## config.mk

```make
export PLATFORM = sky130hd
export DESIGN_NAME = mux8_rr_arbiter
export DESIGN_NICKNAME = d
export VERILOG_FILES = /design/src/rtl/mux_arb_pkg.sv /design/src/rtl/Mux8to1Nw.sv /design/src/rtl/mux8_rr_arbiter.sv
export SDC_FILE = /design/constraint.sdc
export NUM_CORES = 1
export LEC_CHECK = 0
export ABC_CLOCK_PERIOD_IN_PS = 5000
export BUFFER_PORTS_ARGS = -buffer_cell sky130_fd_sc_hd__clkbuf_2
export CAP_MARGIN = 10
export CORE_ASPECT_RATIO = 1.5
export CORE_MARGIN = 3
export CORE_UTILIZATION = 44
export DETAILED_ROUTE_END_ITERATION = 8
export PLACE_DENSITY = 0.77
export SKIP_CTS_REPAIR_TIMING = 1
export SYNTH_ARGS = -nofsm -noshare
export SYNTH_HDL_FRONTEND = slang
export SYNTH_HIERARCHICAL = 1
export SYNTH_SLANG_ARGS = --single-unit
```

## constraint.sdc

```tcl
create_clock -name Clk -period 5 [get_ports Clk]
set_input_delay 1.5 -clock Clk [delete_from_list [all_inputs] [get_ports Clk]]
set_output_delay 1.5 -clock Clk [all_outputs]
set_load 0.05 [all_outputs]
```

## src/rtl/mux_arb_pkg.sv

```systemverilog
// mux_arb_pkg: shared FSM states, sizes and round-robin search for mux8_rr_arbiter
package mux_arb_pkg;

    typedef enum logic {IDLE, GRANT} state_t;

    localparam int NREQ  = 8;
    localparam int SEL_W = 3;

    // Returns {found, index}: first set bit of req scanning from last+1 upward, wrapping mod 8
    function automatic logic [SEL_W:0] rr_pick(input logic [NREQ-1:0] req, input logic [SEL_W-1:0] last);
        logic [SEL_W:0] r;
        logic [SEL_W-1:0] idx;
        r = '0;
        for (int k = NREQ; k >= 1; k--) begin
            idx = last + SEL_W'(k);
            if (req[idx]) r = {1'b1, idx};
        end
        return r;
    endfunction

endpackage

```

## src/rtl/Mux8to1Nw.sv

```systemverilog
// Mux8to1Nw: 8-to-1 multiplexer of n-bit words
module Mux8to1Nw #(
    parameter int n = 8
) (
    input  logic [n-1:0] d0,
    input  logic [n-1:0] d1,
    input  logic [n-1:0] d2,
    input  logic [n-1:0] d3,
    input  logic [n-1:0] d4,
    input  logic [n-1:0] d5,
    input  logic [n-1:0] d6,
    input  logic [n-1:0] d7,
    input  logic [2:0]   s,
    output logic [n-1:0] y
);

    logic [n-1:0] lo, hi;

    always_comb begin
        lo = s[1] ? (s[0] ? d3 : d2) : (s[0] ? d1 : d0);
        hi = s[1] ? (s[0] ? d7 : d6) : (s[0] ? d5 : d4);
        y  = s[2] ? hi : lo;
    end

endmodule

```

## src/rtl/mux8_rr_arbiter.sv

```systemverilog
// mux8_rr_arbiter: 8-way round-robin arbiter with bounded hold, steering the winner's data word to M
module mux8_rr_arbiter
    import mux_arb_pkg::*;
#(
    parameter int N        = 16,
    parameter int MAX_HOLD = 4
) (
    input  logic                 Clk,
    input  logic                 ResetN,
    input  logic [NREQ-1:0]      Req,
    input  logic [N-1:0]         DIn0,
    input  logic [N-1:0]         DIn1,
    input  logic [N-1:0]         DIn2,
    input  logic [N-1:0]         DIn3,
    input  logic [N-1:0]         DIn4,
    input  logic [N-1:0]         DIn5,
    input  logic [N-1:0]         DIn6,
    input  logic [N-1:0]         DIn7,
    output logic [NREQ-1:0]      Gnt,
    output logic [SEL_W-1:0]     Sel,
    output logic                 Valid,
    output logic [N-1:0]         M
);

    localparam logic [7:0] HOLD_MAX = 8'(MAX_HOLD - 1);

    state_t           state_q, state_d;
    logic [NREQ-1:0]  gnt_q, gnt_d;
    logic [SEL_W-1:0] sel_q, sel_d, last_q, last_d, nxt;
    logic             valid_q, valid_d, take;
    logic [7:0]       hold_q, hold_d;
    logic [SEL_W:0]   pick_all, pick_oth;

    assign pick_all = rr_pick(Req, last_q);
    // Masking the current owner makes the search pick only among the other requesters
    assign pick_oth = rr_pick(Req & ~gnt_q, last_q);

    always_comb begin
        state_d = state_q;
        gnt_d   = gnt_q;
        sel_d   = sel_q;
        valid_d = valid_q;
        hold_d  = hold_q;
        last_d  = last_q;
        take    = 1'b0;
        nxt     = pick_oth[SEL_W-1:0];
        if (state_q == IDLE) begin
            take = pick_all[SEL_W];
            nxt  = pick_all[SEL_W-1:0];
        end else if (!Req[sel_q]) begin
            take = pick_oth[SEL_W];
            if (!pick_oth[SEL_W]) begin
                state_d = IDLE;
                gnt_d   = '0;
                valid_d = 1'b0;
                hold_d  = '0;
            end
        end else if (hold_q < HOLD_MAX) begin
            hold_d = hold_q + 8'd1;
        end else begin
            take   = pick_oth[SEL_W];
            hold_d = '0;
        end
        if (take) begin
            state_d = GRANT;
            gnt_d   = NREQ'(1) << nxt;
            sel_d   = nxt;
            last_d  = nxt;
            valid_d = 1'b1;
            hold_d  = '0;
        end
    end

    always_ff @(posedge Clk or negedge ResetN) begin
        if (!ResetN) begin
            state_q <= IDLE;
            gnt_q   <= '0;
            sel_q   <= '0;
            valid_q <= 1'b0;
            hold_q  <= '0;
            last_q  <= 3'd7;
        end else begin
            state_q <= state_d;
            gnt_q   <= gnt_d;
            sel_q   <= sel_d;
            valid_q <= valid_d;
            hold_q  <= hold_d;
            last_q  <= last_d;
        end
    end

    assign Gnt   = gnt_q;
    assign Sel   = sel_q;
    assign Valid = valid_q;

    Mux8to1Nw #(.n(N)) u_mux (
        .d0(DIn0), .d1(DIn1), .d2(DIn2), .d3(DIn3),
        .d4(DIn4), .d5(DIn5), .d6(DIn6), .d7(DIn7),
        .s (sel_q),
        .y (M)
    );

endmodule

```

* Yosys cells after proc, flatten, opt, wreduce, memory -nomap -nowiden
Cells that the tools add are included.
** Word-level totals
- Bits in registers :: 24
- Input port bits :: 138
** Operators by class
- Add/sub/neg operators :: 8
- Magnitude comparators :: 10
- Eq/ne operators :: 3
- Shift operators :: 1
- Mux-type cells :: 77
- Bitwise gates (word level) :: 2
- Reduce and logical (&&, ||, !) cells :: 3
** Operators with widths (number)
- $mux W16 :: 7
- $mux W4 :: 16
- $mux W8 :: 8
- $bmux W1 S3 :: 17
- $lt A3 B4 Y1 const B :: 9
- $mux W1 :: 28
- $add A3 B3 Y3 const B :: 4
- $add A8 B1 Y8 const B :: 1
- $and A8 B8 Y8 :: 1
- $lt A8 B2 Y1 const B :: 1
- $not A8 Y8 :: 1
- $shl A1 B3 Y8 const A :: 1
- $add A3 B2 Y3 const B :: 2
- $ne A2 B2 Y1 const B :: 2
- $add A3 B1 Y3 const B :: 1
- $mux W3 :: 1
- $ne A3 B2 Y1 const B :: 1
- $reduce_and A3 Y1 :: 1
- $reduce_and A2 Y1 :: 1
- $reduce_bool A2 Y1 :: 1

* Depth between registers and ports, before layout
Gate-level depths: netlist of run 1.
- Depth in word-level cells :: 17
- Mapped depth :: 14

* Cells and area by module
Netlist of run 1, hierarchy kept.
** Modules (own cells, without submodules)
- mux8_rr_arbiter :: instances 1, cells an instance 281, area each 2874.0 um^2
- Mux8to1Nw :: instances 1, cells an instance 57, area each 1071.0 um^2

* Least setup slack after synthesis of run 1
Ideal clock, no wire load.
- Kind :: input -> output
- From :: in DIn3[10]
- To :: out M[10]
- Arrival :: 2360 ps
- Data required time :: 3500 ps
- Path slack :: 1140 ps
- Cell stages on the path :: 2
- Path buffers :: 0
- Cells stage by stage :: mux4_1 -> mux2_2
** On the way
- Cells in the longest elaborated chain, start to end :: 3
** RTL lines
- start, declared :: line mux8_rr_arbiter.sv:14 : input logic [N-1:0] DIn3,
- $mux W16 (2 in series) :: line Mux8to1Nw.sv:20 : lo = s[1] ? (s[0] ? d3 : d2) : (s[0] ? d1 : d0);
- $mux W16 :: line Mux8to1Nw.sv:22 : y = s[2] ? hi : lo;
- end, declared :: line mux8_rr_arbiter.sv:22 : output logic [N-1:0] M
No other way between the ends.

* Worst setup path in the final report of run 1
- From :: in DIn3[11]
- To :: out M[11]
Same word-level chain as after synthesis.

==> impl_metrics.csv, run 1 <==
group,metric,value,unit
grt,grt_first_pass_wirelength,21380,um
setup_path,r2r_slack,1.20,ns
sta,report.final.slew_viol_count,0,
clock_tree,clock_sinks,24,
cells_and_area,antenna_cells,0,
job,maxCapViolCount,0,
cells_and_area,layout_commonest_cell,"clkbuf_2",
route,wl_per_cell,22.97,um
sta,worstMarginPinSlew,0.9652,ns
synthesis,synth_nets,479,
cells_and_area,nNetsFinal,633,
worst_hold_path,hold_start,"hold_q[7]$_DFFE_PN0P_",
grt,grt_pass1_vias,4043,
synthesis,synth-edff-count,0,
setup_path,setup.worst_path.end_class,"primary output",
clock_tree,cts_buffers,3,
floorplan,start_util,0.4605,
pwr,ir_worst_vdd,0.6933,mV
synthesis,postSynthCellCount,338,
pwr,p_int,1.785,mW
floorplan,dieArea,0.01016,mm2
grt,grt_overflow,0,
sta,rsz0062_at_grt,"no",
pwr,total_leakage_power,2.305,nW
synthesis,synth_area,0.003945,mm2
cells_and_area,fin_area,0.004892,mm2
cells_and_area,drive_gt1_frac,0.5031,
sta,fmaxAchievable,241.1,MHz
setup_path,slowest_stage,"mux4_1",
route,drc,0,
sta,finClkSkew,0.001402,ns
sta,fin_crit_sh,0.8294,
pwr,pwr-share-seq,0.104,
route,wl,13740,um
pwr,switching_share,0.5541,
setup_path,critPathLaunch,"DIn3[11]",
placement,dp_hpwl,11240,um
clock_tree,cts_buffer_depth,2,
synthesis,synth-seq-cells,24,
sta,hold_viol,0,
grt,grt_max_degree,37,
worst_hold_path,worstHoldPathType,"reg2reg",
worst_hold_path,hold_path_depth,1,
cells_and_area,synthToLayoutAreaGrowth,24.01,%
sta,finalSetupViolCount,0,
synthesis,avgSynthCellArea,11.67,um2
setup_path,arrival,2.65,ns
sta,period_needed,4.147,ns
floorplan,die_h,122.0,um
clock_tree,htree_levels,1,
worst_hold_path,hold_end,"hold_q[7]$_DFFE_PN0P_",
synthesis,ys_seq_area_frac,0.1532,
setup_path,path_buf_inv,2,
placement,placedCellCount,594,
setup_path,max_stage_delay,0.52,ns
setup_path,cpMostUsedCell,"clkbuf_2",
pwr,clockPowerShare,0.047,
route,vias,3966,
sta,fin_tns_setup,0,ns
setup_path,start_kind,"input pin",
clock_tree,root_buffer,"clkbuf_16",
floorplan,fp.coreArea,0.008567,mm2
setup_path,crit_path_cell_trace,"clkbuf_2, mux4_1, mux2_2, clkbuf_2",
pwr,p_total,4.002,mW
route,drt-initial-drc-count,393,
synthesis,synth-async-reset-ratio,1.000,
setup_path,cp_data_required_time,3.50,ns
synthesis,synth_ff_type,"dfrtp_1",
placement,postPlaceCellArea,0.004803,mm2
clock_tree,clk_latency,0.26,ns
setup_path,worstSetupPathType,"in2out",
floorplan,io_pins,166,
floorplan,fp.dieW,83.32,um
grt,antenna_found_initial,0,
pwr,power.density,818.1,mW/mm2
route,avgViaCountPerCell,6.632,
placement,io_buffers,165,
setup_path,r2r_cells,10,
setup_path,path_delay_family,"multiplexers",
status,status,"complete, no violations",
setup_path,r2r_start,"last_q[0]$_DFFE_PN1P_",
synthesis,synth.distinct_cells,67,
route,drt_pass1_iterations,5,
clock_tree,clkTransAtPathRegs,0.06,ns
pwr,p_comb_frac,0.849,
pwr,p_sw,2.218,mW
route,ant_nets,0,
sta,timing.slew.headroom,0.3565,
cells_and_area,final_cell_mix,"clkbuf_2, mux4_1, mux4_2",
setup_path,r2r-end,"Gnt[5]$_DFFE_PN0P_",
floorplan,rows,41,
clock_tree,cts_tree,"yes",
setup_path,crit_fanout,1,
placement,place_congestion,1.044,
grt,grt_use_total,0.2653,
cells_and_area,fin_cells,598,
synthesis,yosysWarnings,6,
-- state kept, by name, indices dropped and copies added, names as in the netlist --
signal / flops
Sel: 3
hold_q: 8
state_q: 1
Gnt: 8
last_q: 3
Valid: 1
-- cell usage after synthesis, types with 2 or more instances --
master | number | area, um2
inv_1 | 5 | 18.77
a21oi_1 | 15 | 75.07
dfrtp_1 | 21 | 525.5
o211ai_1 | 4 | 30.03
nor2_2 | 3 | 18.77
mux2i_1 | 24 | 240.2
buf_6 | 6 | 67.56
mux2_2 | 26 | 292.8
nor4_1 | 2 | 12.51
nand3_1 | 7 | 35.03
xnor2_1 | 2 | 17.52
a22o_1 | 2 | 17.52
o31ai_1 | 2 | 15.01
nor2_1 | 22 | 82.58
and2_1 | 5 | 31.28
o21ai_0 | 5 | 25.02
nor2b_1 | 10 | 62.56
a311o_1 | 2 | 20.02
a22oi_1 | 4 | 30.03
and3_1 | 4 | 25.02
a31oi_1 | 3 | 18.77
mux4_1 | 32 | 840.8
o21a_1 | 2 | 15.01
clkbuf_1 | 5 | 18.77
clkinv_1 | 2 | 7.510
buf_1 | 3 | 11.26
ha_1 | 3 | 37.54
dfstp_2 | 3 | 78.83
nand2_1 | 22 | 82.58
a32o_1 | 8 | 80.08
buf_2 | 8 | 40.04
a211o_1 | 2 | 17.52
nand2b_1 | 9 | 56.30
a41oi_1 | 2 | 17.52
mux4_2 | 29 | 653.1
a21o_1 | 3 | 22.52
-- metal layers --
metal	up-vias	wire [um]	GRT usage	part of all wire
li1	1731	-	-	-
met1	1914	4792	0.3067	0.35
met2	252	7069	0.4699	0.51
met3	69	1051	0.04263	0.076
met4	0	825	0.1421	0.060
met5	-	0	0	0
-- worst max path at each step --
| stage | slack, ns | cells after the start | endpoint |
|---|---|---|---|
| floorplan | 1.14 | 2 | M[10] |
| global placement | 0.88 | 4 | M[14] |
| detailed placement | 0.75 | 8 | Gnt[7]$_DFFE_PN0P_ |
| CTS | 0.86 | 4 | M[11] |
| global route | 0.82 | 8 | Gnt[5]$_DFFE_PN0P_ |
| finish | 0.85 | 4 | M[11] |
-- through the flow --
step,hold slack [ns],utilization,setup slack (ns)
floorplan,0.4544,-,1.140
global placement,0.4906,0.5607,0.8841
detailed placement,0.4805,0.5607,0.7454
CTS,0.5003,0.5711,0.8590
global route,0.5085,0.5711,0.8240
finish,0.4903,0.5711,0.8531
-- power by group through the flow --
stage	Sequential (mW)	Clock, mW	Combinational (mW)
after detailed placement	0.421	0	3.35
after floorplan	0.402	0	2.66
after global placement	0.419	0	3.30
final	0.417	0.187	3.40
after global routing	0.430	0.197	3.60
after CTS	0.417	0.191	3.37
-- kinds of logic after synthesis --
logic type / after synthesis / synth area share
buf+inv: 33 / 0.05074
compound gates: 68 / 0.1313
mux: 111 / 0.5138
simple gates: 94 / 0.1265
fa+ha+maj: 3 / 0.009516
xor+xnor: 5 / 0.01491
flops: 24 / 0.1532
-- area by class of cell --
cell class | instances | area (um2)
timing repair buffer | 174 | 893.4
clock buffer | 4 | 88.84
multi-input combinational | 281 | 3141
fill | 761 | 3675
sequential | 24 | 605.6
tap | 107 | 133.9
inverter | 8 | 30.03
No activity file was read; power rests on OpenSTA's default activity.
==> run 2: changes to the inputs <==
--- a/config.mk
+++ b/config.mk
@@ -5,14 +5,15 @@
 export SDC_FILE = /design/constraint.sdc
 export NUM_CORES = 1
 export LEC_CHECK = 0
-export ABC_CLOCK_PERIOD_IN_PS = 5000
+export ABC_AREA = 1
+export ABC_CLOCK_PERIOD_IN_PS = 4200
 export BUFFER_PORTS_ARGS = -buffer_cell sky130_fd_sc_hd__clkbuf_2
 export CAP_MARGIN = 10
 export CORE_ASPECT_RATIO = 1.5
 export CORE_MARGIN = 3
 export CORE_UTILIZATION = 44
 export DETAILED_ROUTE_END_ITERATION = 8
-export PLACE_DENSITY = 0.77
+export PLACE_DENSITY = 0.76
 export SKIP_CTS_REPAIR_TIMING = 1
 export SYNTH_ARGS = -nofsm -noshare
 export SYNTH_HDL_FRONTEND = slang
==> constraint.sdc (replaced) <==
create_clock -name Clk -period 4.2 [get_ports Clk]
set_input_delay 1.26 -clock Clk [delete_from_list [all_inputs] [get_ports Clk]]
set_output_delay 1.26 -clock Clk [all_outputs]
set_load 0.05 [all_outputs]
==> impl_metrics.csv, run 2 <==
group,metric,value,unit
route,ant_nets,0,
grt,grt_first_pass_wirelength,21510,um
route,vias,5275,
synthesis,yosysTopAreaCellShare,0.2856,
clock_tree,clkTransAtPathRegs,0.06,ns
sta,finalSetupViolCount,0,
cells_and_area,antenna_cells,0,
floorplan,fp.coreArea,0.009254,mm2
route,drc,0,
synthesis,yosysWarnings,6,
synthesis,postSynthCellCount,810,
sta,setup_slack,0.8737,ns
synthesis,synth_common_cells,"nand2_1, inv_1, nand3_1",
synthesis,synth_nets,951,
cells_and_area,drive_gt1_frac,0.2429,
cells_and_area,finalCoreUtilization,0.5468,
route,avgViaCountPerCell,4.944,
cells_and_area,fillerInstances,1034,
cells_and_area,multi_input_area,0.002625,mm2
synthesis,synth_area,0.004193,mm2
setup_path,max_stage_delay,0.28,ns
setup_path,r2r_start,"last_q[0]$_DFFE_PN1P_",
worst_hold_path,hold_path_depth,2,
job,maxCapViolCount,0,
cells_and_area,nNetsFinal,1097,
synthesis,ys_seq_area_frac,0.1441,
cells_and_area,final_cell_mix,"nand2_1, inv_1, clkbuf_2",
setup_path,crit_path_cell_trace,"clkbuf_2, inv_1, nand2_1, nand3_1, nand2_1, nand2_1, nand2_1, clkbuf_2",
clock_tree,clk_latency,0.25,ns
floorplan,die_h,125.6,um
floorplan,rows,43,
setup_path,slowest_stage,"clkbuf_2",
sta,hold_viol,0,
setup_path,start_kind,"input pin",
setup_path,arrival,2.07,ns
worst_hold_path,worstHoldPathType,"reg2reg",
synthesis,synth-seq-cells,24,
route,wl,13330,um
sta,fin_crit_sh,0.7920,
sta,fmaxAchievable,300.6,MHz
floorplan,fp.dieW,85.71,um
setup_path,path_buf_inv,3,
placement,dp_hpwl,10730,um
grt,grt_pass1_vias,4803,
floorplan,start_util,0.4531,
clock_tree,cts_buffers,3,
placement,place_congestion,0.9207,
synthesis,synth.most_common_cell,"nand2_1",
setup_path,cpMostUsedCell,"nand2_1",
clock_tree,cts_buffer_depth,2,
setup_path,worstSetupPathType,"in2out",
setup_path,setup.worst_path.end_class,"primary output",
setup_path,r2r-end,"Gnt[3]$_DFFE_PN0P_",
route,drt-initial-drc-count,200,
clock_tree,clock_sinks,24,
synthesis,synth.distinct_cells,36,
setup_path,crit_fanout,1,
worst_hold_path,hold_start,"Valid$_DFFE_PN0P_",
placement,io_buffers,165,
cells_and_area,synthToLayoutAreaGrowth,20.68,%
synthesis,synth-async-reset-ratio,1.000,
synthesis,synth-edff-count,0,
sta,report.final.slew_viol_count,0,
sta,worstMarginPinSlew,0.7372,ns
setup_path,cp_data_required_time,2.94,ns
sta,period_needed,3.326,ns
setup_path,r2r_slack,1.23,ns
sta,timing.slew.headroom,0.5080,
cells_and_area,register_area,605.6,um2
sta,fin_tns_setup,0,ns
cells_and_area,layout_commonest_cell,"nand2_1",
route,wl_per_cell,12.49,um
placement,pre_cts_ws,0.8706,ns
synthesis,synth_ff_type,"dfrtp_1",
setup_path,path_delay_family,"simple AND/OR/NAND/NOR gates",
sta,finClkSkew,0.001738,ns
grt,grt_overflow,0,
clock_tree,root_buffer,"clkbuf_16",
synthesis,synth.area.top_cells,"nand2_1, nand3_1, inv_1",
floorplan,dieArea,0.01076,mm2
floorplan,io_pins,166,
synthesis,yosysTopAreaCell,"nand2_1",
clock_tree,cts_tree,"yes",
grt,grt_use_total,0.2401,
synthesis,avgSynthCellArea,5.176,um2
grt,grt_max_degree,71,
setup_path,r2r_cells,14,
worst_hold_path,hold_end,"Valid$_DFFE_PN0P_",
grt,antenna_found_initial,0,
clock_tree,htree_levels,1,
route,drt_pass1_iterations,7,
status,status,"complete, no violations",
sta,rsz0062_at_grt,"no",
## run 2: final cells by class
class / count / area share
Clock buffer: 4 / 0.01756
Inverter: 187 / 0.1397
Multi-Input combinational cell: 566 / 0.5188
Sequential cell: 24 / 0.1197
Tap cell: 112 / 0.02770
Timing Repair Buffer: 174 / 0.1766
## run 2: routing by layer
metal	routed length [um]	track usage
met1	4912	0.2694
met2	6709	0.4432
met3	1123	0.02900
met4	580	0.1044
met5	0	0
## run 2: worst max-delay path by stage
stage,from,to,slack [ns],depth (start not counted)
3_5_place_dp,DIn3[6],M[6],0.87,8
6_report,DIn2[14],M[14],0.87,8
4_1_cts,Sel[1]$_DFFE_PN0P_,M[14],0.86,7
5_1_grt,Sel[1]$_DFFE_PN0P_,M[4],0.76,7
2_1_floorplan,DIn7[13],M[13],1.11,6
3_3_place_gp,DIn3[6],M[6],0.87,8
## run 2: worst min-delay path: stages, from the launching register on
cell	delay [ns]
dfrtp_1	0.34
nand2_1	0.05
nand2_1	0.05
## run 2: cell families after synthesis
group,share of synthesized area
AO/OA/AOI/OAI,0.03850
XOR/XNOR,0.01194
adder cells (fa/ha/maj),0.008954
buffers and inverters,0.2298
flip-flops,0.1441
AND/OR/NAND/NOR,0.5667
## run 2: stage by stage
| step | cell area, um2 | hold slack (ns) | std cells |
|---|---|---|---|
| floorplan | 4193 | 0.4726 | 810 |
| global placement | 4971 | 0.4608 | 1063 |
| detailed placement | 4971 | 0.4625 | 1063 |
| CTS | 5060 | 0.4762 | 1067 |
| global route | 5060 | 0.5132 | 1067 |
| finish | 5060 | 0.4731 | 1067 |
Power of run 2 is left out: the tool's default activity adds up to more than one toggle a clock period on the data nets, which glitch-free logic cannot reach.
==> run 3: changes to the inputs <==
--- a/config.mk
+++ b/config.mk
@@ -5,15 +5,15 @@
 export SDC_FILE = /design/constraint.sdc
 export NUM_CORES = 1
 export LEC_CHECK = 0
-export ABC_AREA = 1
-export ABC_CLOCK_PERIOD_IN_PS = 4200
+export ABC_AREA = 0
+export ABC_CLOCK_PERIOD_IN_PS = 3450
 export BUFFER_PORTS_ARGS = -buffer_cell sky130_fd_sc_hd__clkbuf_2
 export CAP_MARGIN = 10
 export CORE_ASPECT_RATIO = 1.5
 export CORE_MARGIN = 3
 export CORE_UTILIZATION = 44
 export DETAILED_ROUTE_END_ITERATION = 8
-export PLACE_DENSITY = 0.76
+export PLACE_DENSITY = 0.77
 export SKIP_CTS_REPAIR_TIMING = 1
 export SYNTH_ARGS = -nofsm -noshare
 export SYNTH_HDL_FRONTEND = slang
==> constraint.sdc (replaced) <==
create_clock -name Clk -period 3.45 [get_ports Clk]
set_input_delay 1.035 -clock Clk [delete_from_list [all_inputs] [get_ports Clk]]
set_output_delay 1.035 -clock Clk [all_outputs]
set_load 0.05 [all_outputs]
==> impl_metrics.csv, run 3 (synthesis results as in run 1) <==
group,metric,value,unit
sta,hold_viol,0,
pwr,p_comb_frac,0.880,
setup_path,endpoint,"Gnt[6]$_DFFE_PN0P_",
sta,finalSetupViolCount,0,
pwr,total_leakage_power,2.544,nW
pwr,ir_worst_vdd,0.6804,mV
route,vias,4236,
clock_tree,htree_levels,1,
cells_and_area,finalCoreUtilization,0.6182,
cells_and_area,final_cell_mix,"clkbuf_2, buf_4, mux4_1",
sta,worstMarginPinSlew,0.6626,ns
setup_path,crit_fanout,19,
route,drc,0,
sta,rsz0062_at_grt,"no",
floorplan,dieArea,0.01016,mm2
clock_tree,root_buffer,"clkbuf_16",
setup_path,r2r-end,"Gnt[6]$_DFFE_PN0P_",
route,ant_nets,0,
pwr,power.density,1210,mW/mm2
pwr,clockPowerShare,0.042,
setup_path,setup.worst_path.end_class,"register",
clock_tree,cts_buffers,3,
route,avgViaCountPerCell,6.578,
placement,io_buffers,165,
route,drt_pass1_iterations,5,
pwr,p_total,6.408,mW
clock_tree,cts_buffer_depth,2,
setup_path,start_kind,"register",
floorplan,die_h,122.0,um
floorplan,io_pins,166,
setup_path,worstSetupPathType,"reg2reg",
setup_path,r2r_cells,11,
sta,fin_crit_sh,0.9543,
clock_tree,clkTransAtPathRegs,0.06,ns
grt,grt_overflow,0,
cells_and_area,antenna_cells,0,
placement,place_congestion,0.9792,
worst_hold_path,worstHoldPathType,"reg2reg",
grt,grt_pass1_vias,4331,
pwr,p_sw,3.332,mW
sta,period_needed,3.293,ns
clock_tree,clock_sinks,24,
setup_path,arrival,3.43,ns
cells_and_area,synthToLayoutAreaGrowth,34.25,%
sta,report.final.slew_viol_count,0,
sta,timing.slew.headroom,0.5545,
sta,hold_slack,0.5221,ns
pwr,switching_share,0.5201,
clock_tree,cts_tree,"yes",
setup_path,cp_data_required_time,3.59,ns
floorplan,fp.coreArea,0.008567,mm2
status,status,"complete, no violations",
setup_path,critPathLaunch,"last_q[1]$_DFFE_PN1P_",
grt,grt_first_pass_wirelength,22800,um
worst_hold_path,hold_path_depth,1,
sta,fmaxAchievable,303.7,MHz
route,wl_per_cell,22.35,um
pwr,pwr-share-seq,0.079,
grt,antenna_found_initial,0,
pwr,p_int,3.075,mW
placement,dp_hpwl,11850,um
cells_and_area,drive_gt1_frac,0.5493,
route,drt-initial-drc-count,519,
job,maxCapViolCount,0,
sta,finClkSkew,0.001454,ns
floorplan,start_util,0.4605,
setup_path,r2r_start,"last_q[1]$_DFFE_PN1P_",
clock_tree,clk_latency,0.26,ns
route,wl,14390,um
setup_path,r2r_slack,0.16,ns
cells_and_area,layout_commonest_cell,"clkbuf_2",
floorplan,rows,41,
floorplan,fp.dieW,83.32,um
cells_and_area,fillerInstances,690,
cells_and_area,nNetsFinal,679,
grt,grt_max_degree,26,
grt,grt_use_total,0.2823,
-- run 3: cell types whose count changed in the layout (fill, tap and decap cells not counted), sizes merged, moves of 8 or more --
cell / delta
a32o: +8
mux4: +61
inv: -179
nor2b: +10
nand3: -156
mux2: +26
nor2: +8
mux2i: +24
nand2b: +9
buf: +47
nand2: -318
-- run 3: power by group through the flow --
stage	Combinational, mW	Sequential, mW	Clock, mW
4_1_cts	5.50	0.500	0.276
3_5_place_dp	5.47	0.506	0
5_1_grt	5.98	0.512	0.285
3_3_place_gp	5.36	0.505	0
2_1_floorplan	3.88	0.582	0
6_report	5.64	0.504	0.268
-- run 3: routing by layer --
layer / vias to the layer above / part of all wire / global-route usage
met5: - / 0 / 0
met4: 0 / 0.047 / 0.1196
met3: 66 / 0.080 / 0.04330
met2: 290 / 0.51 / 0.5065
met1: 2065 / 0.36 / 0.3354
li1: 1815 / - / -
-- run 3: how the worst min path moves through the flow --
stage	startpoint	end	slack [ns]
after global placement	hold_q[7]$_DFFE_PN0P_	hold_q[7]$_DFFE_PN0P_	0.49
after global routing	hold_q[7]$_DFFE_PN0P_	hold_q[7]$_DFFE_PN0P_	0.55
after detailed placement	hold_q[7]$_DFFE_PN0P_	hold_q[7]$_DFFE_PN0P_	0.48
after floorplan	hold_q[7]$_DFFE_PN0P_	hold_q[7]$_DFFE_PN0P_	0.45
after CTS	hold_q[7]$_DFFE_PN0P_	hold_q[7]$_DFFE_PN0P_	0.52
final	hold_q[7]$_DFFE_PN0P_	hold_q[7]$_DFFE_PN0P_	0.52
-- run 3: area by class of cell --
class / count / area (um2) / share of cell area
Multi-Input combinational cell: 281 / 3159 / 0.5965
Inverter: 8 / 32.53 / 0.006142
Clock buffer: 4 / 88.84 / 0.01677
Sequential cell: 24 / 605.6 / 0.1143
Tap cell: 107 / 133.9 / 0.02528
Timing Repair Buffer: 220 / 1276 / 0.2410
-- run 3: worst max-delay path, stage by stage, from the launching register on --
cell and delay (ns):
dfstp_2 0.53, clkinv_1 0.07, ha_1 0.32, buf_12 0.18
mux4_2 0.59, nor4_2 0.24, nand2_1 0.12, nor4_4 0.35
nor2_2 0.09, o21a_1 0.17, a21boi_0 0.20, a32o_1 0.32
-- run 3: per-stage QoR --
| step | cell area [um2] | setup WS (ns) | setup TNS, ns | std cells |
|---|---|---|---|---|
| 3_3_place_gp | 5189 | -0.01417 | -0.09842 | 640 |
| 2_1_floorplan | 3954 | 0.005384 | 0 | 338 |
| 4_1_cts | 5278 | 0.1106 | 0 | 644 |
| 5_1_grt | 5296 | 0.006142 | 0 | 644 |
| 3_5_place_dp | 5189 | -0.1233 | -0.9276 | 640 |
| 6_report | 5296 | 0.1575 | 0 | 644 |
